==> src/rtl/switch_pkg.sv <==
// Shared switch definitions: default buffer geometry and the flit word type
// (32-bit payload plus tag bit).
package switch_pkg;

    localparam int SW_WIDTH = 33;
    localparam int SW_DEPTH = 8;
    localparam int SW_N_CH  = 4;

    typedef struct packed {
        logic        tag;
        logic [31:0] payload;
    } flit_t;

    // Channel index width; a single channel still needs one select bit.
    function automatic int ch_width(input int n);
        return (n > 1) ? $clog2(n) : 1;
    endfunction

endpackage

==> src/rtl/voq_ch_ctrl.sv <==
// Per-channel FIFO bookkeeping for voq_buffer: write/read pointers, occupancy
// and registered empty/full flags. push/pop arrive already qualified.
module voq_ch_ctrl #(
    parameter int DEPTH = 8,
    parameter int PTR_W = 3,
    parameter int CNT_W = 4
) (
    input  logic             clk,
    input  logic             rst,
    input  logic             push,
    input  logic             pop,
    output logic [PTR_W-1:0] wr_ptr,
    output logic [PTR_W-1:0] rd_ptr,
    output logic [CNT_W-1:0] count,
    output logic             empty,
    output logic             full
);

    logic [CNT_W-1:0] count_nxt;

    // Next occupancy: simultaneous push and pop cancel out.
    always_comb begin
        count_nxt = count;
        if (push && !pop)
            count_nxt = count + CNT_W'(1);
        else if (pop && !push)
            count_nxt = count - CNT_W'(1);
    end

    // Pointers wrap naturally because DEPTH is a power of two.
    always_ff @(posedge clk or negedge rst) begin
        if (!rst) begin
            wr_ptr <= '0;
            rd_ptr <= '0;
            count  <= '0;
            empty  <= 1'b1;
            full   <= 1'b0;
        end else begin
            if (push)
                wr_ptr <= wr_ptr + PTR_W'(1);
            if (pop)
                rd_ptr <= rd_ptr + PTR_W'(1);
            count <= count_nxt;
            empty <= (count_nxt == '0);
            full  <= (count_nxt == CNT_W'(DEPTH));
        end
    end

endmodule

==> src/rtl/voq_buffer.sv <==
// Virtual-output-queue buffer: N_CH FIFOs sharing one storage array addressed
// {ch, ptr}, one write port, one registered read port, sticky error flags.
// Optional feature macro VOQ_ALMOST_FULL_EN adds AFULL_THRESH and almost_full.
module voq_buffer
    import switch_pkg::*;
#(
    parameter int WIDTH = SW_WIDTH,
    parameter int DEPTH = SW_DEPTH,
    parameter int N_CH  = SW_N_CH,
`ifdef VOQ_ALMOST_FULL_EN
    parameter int AFULL_THRESH = DEPTH - 2,
`endif
    localparam int CH_W  = ch_width(N_CH),
    localparam int PTR_W = $clog2(DEPTH),
    localparam int CNT_W = $clog2(DEPTH + 1)
) (
    input  logic                  clk,
    input  logic                  rst,
    input  logic                  wr_en,
    input  logic [CH_W-1:0]       wr_ch,
    input  logic [WIDTH-1:0]      wr_data,
    input  logic                  rd_en,
    input  logic [CH_W-1:0]       rd_ch,
    output logic [WIDTH-1:0]      rd_data,
    output logic                  rd_valid,
    output logic [CH_W-1:0]       rd_ch_q,
    output logic [N_CH-1:0]       empty,
    output logic [N_CH-1:0]       full,
    output logic [N_CH*CNT_W-1:0] count,
`ifdef VOQ_ALMOST_FULL_EN
    output logic [N_CH-1:0]       almost_full,
`endif
    output logic                  ovf_err,
    output logic                  udf_err,
    input  logic                  err_clr
);

    // Channel-indexed views padded to the full select range, so an index of a
    // non-existent channel reads as "absent, empty and full" and is rejected.
    localparam int NCH_P = 1 << CH_W;

    logic [NCH_P-1:0] ch_ok;
    logic [NCH_P-1:0] empty_x;
    logic [NCH_P-1:0] full_x;
    logic [PTR_W-1:0] wr_ptr_x [NCH_P];
    logic [PTR_W-1:0] rd_ptr_x [NCH_P];
    logic [CNT_W-1:0] cnt_ch   [N_CH];
    logic [N_CH-1:0]  push;
    logic [N_CH-1:0]  pop;

    logic                  rd_acc;
    logic                  wr_acc;
    logic [CH_W+PTR_W-1:0] wr_addr;
    logic [CH_W+PTR_W-1:0] rd_addr;
    logic [WIDTH-1:0]      mem [N_CH*DEPTH];

    // No fall-through: a read needs an entry already present before the edge.
    // A full channel still accepts a write when the same channel is popped.
    assign rd_acc  = rd_en && ch_ok[rd_ch] && !empty_x[rd_ch];
    assign wr_acc  = wr_en && ch_ok[wr_ch] &&
                     (!full_x[wr_ch] || (rd_acc && (rd_ch == wr_ch)));
    assign wr_addr = {wr_ch, wr_ptr_x[wr_ch]};
    assign rd_addr = {rd_ch, rd_ptr_x[rd_ch]};

    for (genvar g = 0; g < NCH_P; g++) begin : g_ch
        if (g < N_CH) begin : g_real
            assign push[g] = wr_acc && (wr_ch == CH_W'(g));
            assign pop[g]  = rd_acc && (rd_ch == CH_W'(g));

            voq_ch_ctrl #(
                .DEPTH (DEPTH),
                .PTR_W (PTR_W),
                .CNT_W (CNT_W)
            ) u_ctrl (
                .clk    (clk),
                .rst    (rst),
                .push   (push[g]),
                .pop    (pop[g]),
                .wr_ptr (wr_ptr_x[g]),
                .rd_ptr (rd_ptr_x[g]),
                .count  (cnt_ch[g]),
                .empty  (empty[g]),
                .full   (full[g])
            );

            assign ch_ok[g]   = 1'b1;
            assign empty_x[g] = empty[g];
            assign full_x[g]  = full[g];
            assign count[g*CNT_W +: CNT_W] = cnt_ch[g];

`ifdef VOQ_ALMOST_FULL_EN
            logic [CNT_W-1:0] cnt_nxt;

            // Mirror of the channel's next occupancy for the registered flag.
            always_comb begin
                cnt_nxt = cnt_ch[g];
                if (push[g] && !pop[g])
                    cnt_nxt = cnt_ch[g] + CNT_W'(1);
                else if (pop[g] && !push[g])
                    cnt_nxt = cnt_ch[g] - CNT_W'(1);
            end

            // Almost-full tracks the occupancy from the same edge as count.
            always_ff @(posedge clk or negedge rst) begin
                if (!rst)
                    almost_full[g] <= 1'b0;
                else
                    almost_full[g] <= (cnt_nxt >= CNT_W'(AFULL_THRESH));
            end
`endif
        end else begin : g_pad
            assign ch_ok[g]    = 1'b0;
            assign empty_x[g]  = 1'b1;
            assign full_x[g]   = 1'b1;
            assign wr_ptr_x[g] = '0;
            assign rd_ptr_x[g] = '0;
        end
    end

    // Shared storage; contents are deliberately not reset.
    always_ff @(posedge clk) begin
        if (wr_acc)
            mem[wr_addr] <= wr_data;
    end

    // Read register: loads only on an accepted read, otherwise holds.
    always_ff @(posedge clk or negedge rst) begin
        if (!rst) begin
            rd_data  <= '0;
            rd_ch_q  <= '0;
            rd_valid <= 1'b0;
        end else begin
            rd_valid <= rd_acc;
            if (rd_acc) begin
                rd_data <= mem[rd_addr];
                rd_ch_q <= rd_ch;
            end
        end
    end

    // Sticky errors; a clear wins over a new error in the same cycle.
    always_ff @(posedge clk or negedge rst) begin
        if (!rst) begin
            ovf_err <= 1'b0;
            udf_err <= 1'b0;
        end else if (err_clr) begin
            ovf_err <= 1'b0;
            udf_err <= 1'b0;
        end else begin
            if (wr_en && !wr_acc)
                ovf_err <= 1'b1;
            if (rd_en && !rd_acc)
                udf_err <= 1'b1;
        end
    end

endmodule

==> config.mk <==
export PLATFORM = sky130hd
export DESIGN_NAME = voq_buffer
export DESIGN_NICKNAME = d
export VERILOG_FILES = /design/src/rtl/switch_pkg.sv /design/src/rtl/voq_ch_ctrl.sv /design/src/rtl/voq_buffer.sv
export SDC_FILE = /design/constraint.sdc
export NUM_CORES = 1
export LEC_CHECK = 0
export CAP_MARGIN = 10
export CORE_ASPECT_RATIO = 0.5
export CORE_MARGIN = 10
export CORE_UTILIZATION = 58
export CTS_BUF_LIST = sky130_fd_sc_hd__clkbuf_4
export DETAILED_ROUTE_END_ITERATION = 7
export DONT_BUFFER_PORTS = 1
export GPL_TIMING_DRIVEN = 1
export HOLD_SLACK_MARGIN = 0.02
export PLACE_DENSITY = 0.74
export SLEW_MARGIN = 20
export SYNTH_ARGS = -nofsm -noshare
export SYNTH_HDL_FRONTEND = slang
export SYNTH_SLANG_ARGS = --single-unit
==> constraint.sdc <==
create_clock -name clk -period 9 [get_ports clk]
set_input_delay 1.8 -clock clk [delete_from_list [all_inputs] [get_ports clk]]
set_output_delay 1.8 -clock clk [all_outputs]
set_load 0.05 [all_outputs]
==> results by group, run 1 <==
Place
  – PortBufs: 0
  – Final GP Congestion: 0.8263
  – HPWL Detailed: 61150 microns

Floorplan
  – Die Wd: a little over 400 microns
  – Initial Utilization: 58.58%
  – # rows: 72
  – Die Span Y: around 220 microns
  – Placeable Area: ~77000 sq um
  – Die area: 90420 sq um
  – I/O pin count: around 100

Timing
  – Slew headroom: 30.03%
  – Fmax: 0.2178 GHz
  – Final period utilization: between 50 and 60%
  – Fin Setup TNS: 0 ps
  – Final Slew Violations: 0
  – Worst hold margin: 445.0 ps
  – Fin crit period: 4592 ps
  – Final Hold Fails: 0
  – RSZ-0062 raised after global routing: false
  – Worst slew pin tran: approximately 1000 ps
  – Finish-stage setup viols: 0
  – Final Skew: 102.9 ps

Cells and area
  – Filler cell count: about 5300
  – Sequential cell area: 33870 sq um
  – Multi-input logic area: 10820 sq um
  – Layout cells sized above 1: between 15 and 20%
  – Nets@finish: 3242
  – Final core occ: 64.53%
  – P&R area growth vs syn: 10.15%

Hold path
  – Hold Path Class: in -> async

Clock network
  – CTS tree: done
  – # H-tree levels: 5
  – Worst-path clk slew: 70 ps
  – Inserted Clock Buffers: 274
  – Clock Tree Root: clkbuf_4
  – Post-CTS Resized: 0
  – Hold-fix buffers at CTS: 0
  – # Post-CTS Setup Buffers: 0
  – CTS sink count: 1142
  – CTS Buffer Depth: 4
  – Clk Latency, worst-skew pair: 1100 ps

Power and ir drop
  – Clock power share: approximately 27%
  – Flop pwr share: 45.1%
  – Pwr dens: approximately 310 nW/um^2
  – Peak VDD IR: 0.2163 mV
  – P_int: between 9 and 10 mW
  – Leakage: about 17 nW
  – Switching Fraction: between 30 and 40%
  – Comb power frac: 28.0%
  – P_sw: 5.750 mW

Route
  – Drt via density: 6.476
  – Residual DRC count: 0
  – Avg WL per Cell: 27.51 microns
  – Number of routed nets with antenna violations: 0
  – Total Routed Length: 121300 microns
  – Initial drt markers: 4246
  – DR pass1 iterations: 6
  – DR vias: around 29000

Logic synthesis
  – Post-synthesis sequential area ratio: 74.71%
  – Yosys reg bits: roughly 1100
  – Synth Warn #: 0
  – Syn avg cell area: approximately 15 sq um
  – Synthesized cell area: 45330 sq um
  – Synth area leaders: edfxtp_1, nand2_1, dfrtp_1
  – Mapped Cells: just over 3000
  – Synth top area share: between 60 and 70%
  – Yosys cell types: 69
  – Count leader, synth: edfxtp_1
  – Predominant post-synthesis flop cell: edfxtp_1
  – Async S/R FF share, synth: roughly 7.5%
  – Post-synth top area cell: edfxtp_1
  – Number of synthesized flops with an enable pin: 1056
  – Syn_nets: 3110
  – Post-synth top cells: edfxtp_1, nand2_1, mux2i_1, clkbuf_1, a21oi_1

GRT
  – Global Route Usage Sum: about a quarter
  – Global route overflow: 0
  – Initial antenna violation count: 3
  – Vias in the first global route: 28150
  – Largest net degree at the start of global routing: 153
  – First-pass GRT wire length: roughly 180000 microns

Run
  – Max Cap Violations: 0

Worst setup path
  – Critical path data arrival time: 5530 ps
  – Required time worst endpoint: 9940 ps
  – Nature of the critical path endpoint: flop
  – WP buf/inv: 1
  – CP Max Fanout: 51
  – Crit Path Category: in -> reg
  – Crit-path cells: mux4_4 -> nand2b_4 -> buf_4 -> a211oi_1 -> a311oi_1 -> a221oi_1 -> o41ai_1
  – R2R setup slack: ~4800 ps
  – Largest stage delay on the critical path: around 1100 ps
  – Startpoint Class: primary input
  – Critical-path top delay cell: mux4_4
  – Top delay family on crit path: multiplexers

Status
  – Status: complete, no violations
-- state kept, by name (all words and copies together), names as in the netlist --
name                       count
rd_data                       33
ovf_err                        1
rd_valid                       1
g_ch.g_real.u_ctrl.count      16
mem                         1056
rd_ch_q                        2
g_ch.g_real.u_ctrl.wr_ptr     12
g_ch.g_real.u_ctrl.full        4
udf_err                        1
g_ch.g_real.u_ctrl.rd_ptr     12
g_ch.g_real.u_ctrl.empty       4
-- layout make-up --
type,instances,area share (%)
Clock buffer,419,6.299
Timing Repair Buffer,62,1.005
Tap cell,1036,2.596
Sequential cell,1142,67.82
Multi-Input combinational cell,1690,21.67
Inverter,14,0.1052
Antenna cell,6,0.03007
Clock inverter,39,0.4686
-- layer usage --
metal / up-vias / part of all wire (%) / GRT usage [%]
met5: - / 0 / 0
met4: 0 / 3.0 / 8.838
met3: 269 / 14 / 7.919
met2: 2163 / 45 / 40.39
met1: 14030 / 38 / 36.55
li1: 12080 / - / -
-- worst paths after layout --
check | startpoint | to | depth (start not counted)
hold reg to reg | g_ch[3].g_real.u_ctrl.rd_ptr[2] | g_ch[3].g_real.u_ctrl.rd_ptr[2] | 1
max in group asynchronous | rst | rd_valid | 0
hold / removal | rst | g_ch[1].g_real.u_ctrl.count[2] | 0
setup / recovery | rd_ch[0] | rd_data[7] | 7
setup reg to reg | g_ch[2].g_real.u_ctrl.rd_ptr[2] | rd_data[7] | 7
min in group clk | g_ch[3].g_real.u_ctrl.rd_ptr[2] | g_ch[3].g_real.u_ctrl.rd_ptr[2] | 1
-- stage by stage --
step / total power, mW / std cells / setup slack [ps] / cell area (sq um)
CTS: 15.50 / 4401 / 4575 / 49890
global placement: 11.26 / 3943 / 3579 / 46510
finish: 15.55 / 4408 / 4408 / 49940
floorplan: 9.945 / 3052 / 3530 / 45330
global route: 16.20 / 4407 / 4443 / 49930
detailed placement: 11.37 / 3943 / 3471 / 46510
-- power groups by stage --
stage | sequential, mW | combinational (mW) | clock [mW]
floorplan | 6.90 | 3.05 | 0
global placement | 7.12 | 4.15 | 0
detailed placement | 7.13 | 4.24 | 0
CTS | 7.02 | 4.26 | 4.22
global route | 7.05 | 4.63 | 4.52
finish | 7.00 | 4.36 | 4.18
-- kinds of logic (layout without fill, tap and decap cells) --
group	after synthesis	in the layout	share of synthesized area, %
flip-flops	1142	1142	74.71
buffers and inverters	220	534	2.208
AND/OR/NAND/NOR	889	889	8.415
XOR/XNOR	30	30	0.5962
adder cells (fa/ha/maj)	16	16	0.4416
multiplexers	213	213	4.946
other	0	6	0
AO/OA/AOI/OAI	542	542	8.686
-- cell usage in the layout (no fill, tap or decap), drive strengths merged, types with 16 or more instances in the layout --
cell,Yosys,routed
nor2b,35,35
ha,16,16
nand2,639,639
nand3,51,51
inv,13,16
clkbuf,105,419
xnor2,25,25
a31oi,48,48
dfrtp,82,82
nor3,19,19
a21oi,90,90
mux2i,194,194
buf,101,62
a311oi,54,54
o41ai,33,33
and2,38,38
nor2,49,49
a211oi,68,68
clkinv,1,34
o22ai,46,46
nor4,23,23
a32oi,67,67
o21ai,39,39
a21o,33,33
a221oi,32,32
edfxtp,1056,1056
Note: power is estimated with default switching activity, not from simulation.
==> run 2: changes to the inputs <==
--- a/config.mk
+++ b/config.mk
@@ -14,7 +14,7 @@
 export DONT_BUFFER_PORTS = 1
 export GPL_TIMING_DRIVEN = 1
 export HOLD_SLACK_MARGIN = 0.02
-export PLACE_DENSITY = 0.74
+export PLACE_DENSITY = 0.76
 export SLEW_MARGIN = 20
 export SYNTH_ARGS = -nofsm -noshare
 export SYNTH_HDL_FRONTEND = slang
==> constraint.sdc (replaced) <==
create_clock -name clk -period 4.03 [get_ports clk]
set_input_delay 0.806 -clock clk [delete_from_list [all_inputs] [get_ports clk]]
set_output_delay 0.806 -clock clk [all_outputs]
set_load 0.05 [all_outputs]
==> run 2 against run 1 <==
Against the previous run:
- via count grew 0.64%
- clock power grew 120%
- first-iteration DRC count grew 3.4%
- cell count grew 2.0%
- clock-buffer cell count shrank 14
- design area grew 2.4%
- global-route usage shrank 0.060 points
==> results by group, run 2 (synthesized netlist as in run 1, its figures left out) <==
Status
  – Status: complete, no violations

Route
  – DR pass1 iterations: 8
  – Avg WL per Cell: 27.10 microns
  – Total Routed Length: 121800 microns
  – Number of routed nets with antenna violations: 0
  – Initial drt markers: 4391
  – Residual DRC count: 0
  – DR vias: 28730
  – Drt via density: between 6 and 7

Timing
  – Fmax: approximately 0.29 GHz
  – Fin crit period: 3443 ps
  – Worst hold margin: 142.5 ps
  – Finish-stage setup viols: 0
  – Final Skew: 75.44 ps
  – Slew headroom: between 10% and 20%
  – RSZ-0062 raised after global routing: false
  – Final period utilization: between 80% and 90%
  – Worst slew pin tran: 1237 ps
  – Final Slew Violations: 0
  – Final Hold Fails: 0

Place
  – Placed Area: about 47000 sq um
  – Final GP Congestion: 0.8288
  – PortBufs: 0
  – HPWL Detailed: 67090 microns

Cells and area
  – Most common cell after layout, fill and taps aside: edfxtp_1
  – Layout cells sized above 1: between 10% and 20%
  – Top Registers: mem x1056, rd_data x33, g_ch.g_real.u_ctrl.count x16
  – P&R area growth vs syn: 12.78%
  – Largest register FFs: 1056
  – Largest register by flop count: mem
  – Final core occ: 66.07%
  – Filler cell count: 5147
  – Design area: 51130 sq um
  – Nets@finish: 3314
  – Most frequent cells in the layout: edfxtp_1, nand2_1, clkbuf_4, mux2i_1, buf_4

Power and ir drop
  – Pwr dens: between 600 and 700 nW/um^2
  – Peak VDD IR: 0.4335 mV
  – Pwr Total: 35.27 mW
  – Leakage: 17.83 nW

Clock network
  – Inserted Clock Buffers: 237
  – CTS tree: done
  – Clk Latency, worst-skew pair: 1050 ps
  – Worst-path clk slew: roughly 80 ps
  – CTS Buffer Depth: 3
  – Clock Tree Root: clkbuf_4
  – # H-tree levels: 4
  – CTS sink count: 1142
  – # Post-CTS Setup Buffers: 0

GRT
  – Largest net degree at the start of global routing: 87
  – Vias in the first global route: 28270
  – Global Route Usage Sum: 26.42%
  – Global route overflow: 0
  – Initial antenna violation count: 7
  – First-pass GRT wire length: 179200 microns

Floorplan
  – Die Span Y: 217.7 microns
  – Placeable Area: just under 80000 sq um
  – I/O pin count: between 100 and 150
  – Die area: 90420 sq um
  – Initial Utilization: 58.58%
  – Die Wd: 415.4 microns
  – # rows: 72

Worst setup path
  – Nature of the critical path endpoint: flop
  – Startpoint Class: flop
  – Critical path data arrival time: 4080 ps
  – Crit Path Category: reg -> reg
  – CP Max Fanout: 22
  – Required time worst endpoint: 4670 ps

Run
  – Max Cap Violations: 0

Hold path
  – Hold Path Class: in -> reg
-- run 2: area by class of cell --
cell class                      instances  area [sq um]  share of cell area [%]
Sequential cell                      1142         33870                   66.24
Multi-Input combinational cell       1690         10810                   21.15
Clock buffer                          405          3040                   5.947
Timing Repair Buffer                  171          1812                   3.544
Tap cell                             1036          1296                   2.535
Clock inverter                         30         229.0                  0.4478
Inverter                               14         52.55                  0.1028
Antenna cell                            6         15.01                 0.02937
-- run 2: metrics by stage --
step / setup WS, ps / setup TNS, ps / instances
6_report: 586.7 / 0 / 4494
5_1_grt: 514.6 / 0 / 4494
4_1_cts: 628.9 / 0 / 4488
3_5_place_dp: 339.1 / 0 / 4004
3_3_place_gp: 364.3 / 0 / 4004
2_1_floorplan: -446.4 / -254000 / 3052
-- run 2: worst paths after layout --
kind | start | slack (ps) | depth (start not counted) | end
min in group asynchronous | rst | 480 | 2 | rd_data[6]
worst min register to register | g_ch[1].g_real.u_ctrl.rd_ptr[2] | 480 | 1 | g_ch[1].g_real.u_ctrl.rd_ptr[2]
worst max register to register | g_ch[3].g_real.u_ctrl.empty | 590 | 6 | mem[28][13]
worst min-delay path | rd_ch[1] | 140 | 3 | g_ch[1].g_real.u_ctrl.rd_ptr[0]
worst max-delay path | g_ch[3].g_real.u_ctrl.empty | 590 | 6 | mem[28][13]
max in group asynchronous | rst | 2960 | 2 | rd_data[11]
-- run 2: per-layer routing --
metal	wire length, microns	GRT usage, %
met1	45540	35.35
met3	15420	7.148
met4	4358	10.40
met5	26	0
met2	56450	41.40
-- run 2: power breakdown --
group	internal (mW)	switching, mW
sequential	13.8	1.73
combinational	3.61	6.98
clock	4.73	4.36
total	22.2	13.1
-- run 2: repair_timing --
action	CTS	global route
endpoints found under the hold margin	1159	0
resized for setup	0	0
hold buffers	49	0
-- run 2: worst max-delay path: stages, from the launching register on --
cell and delay, ps:
dfstp_2 480, mux4_2 580, o41ai_4 390, nand2_1 170, or3_1 740, nor2_4 230, buf_4 450
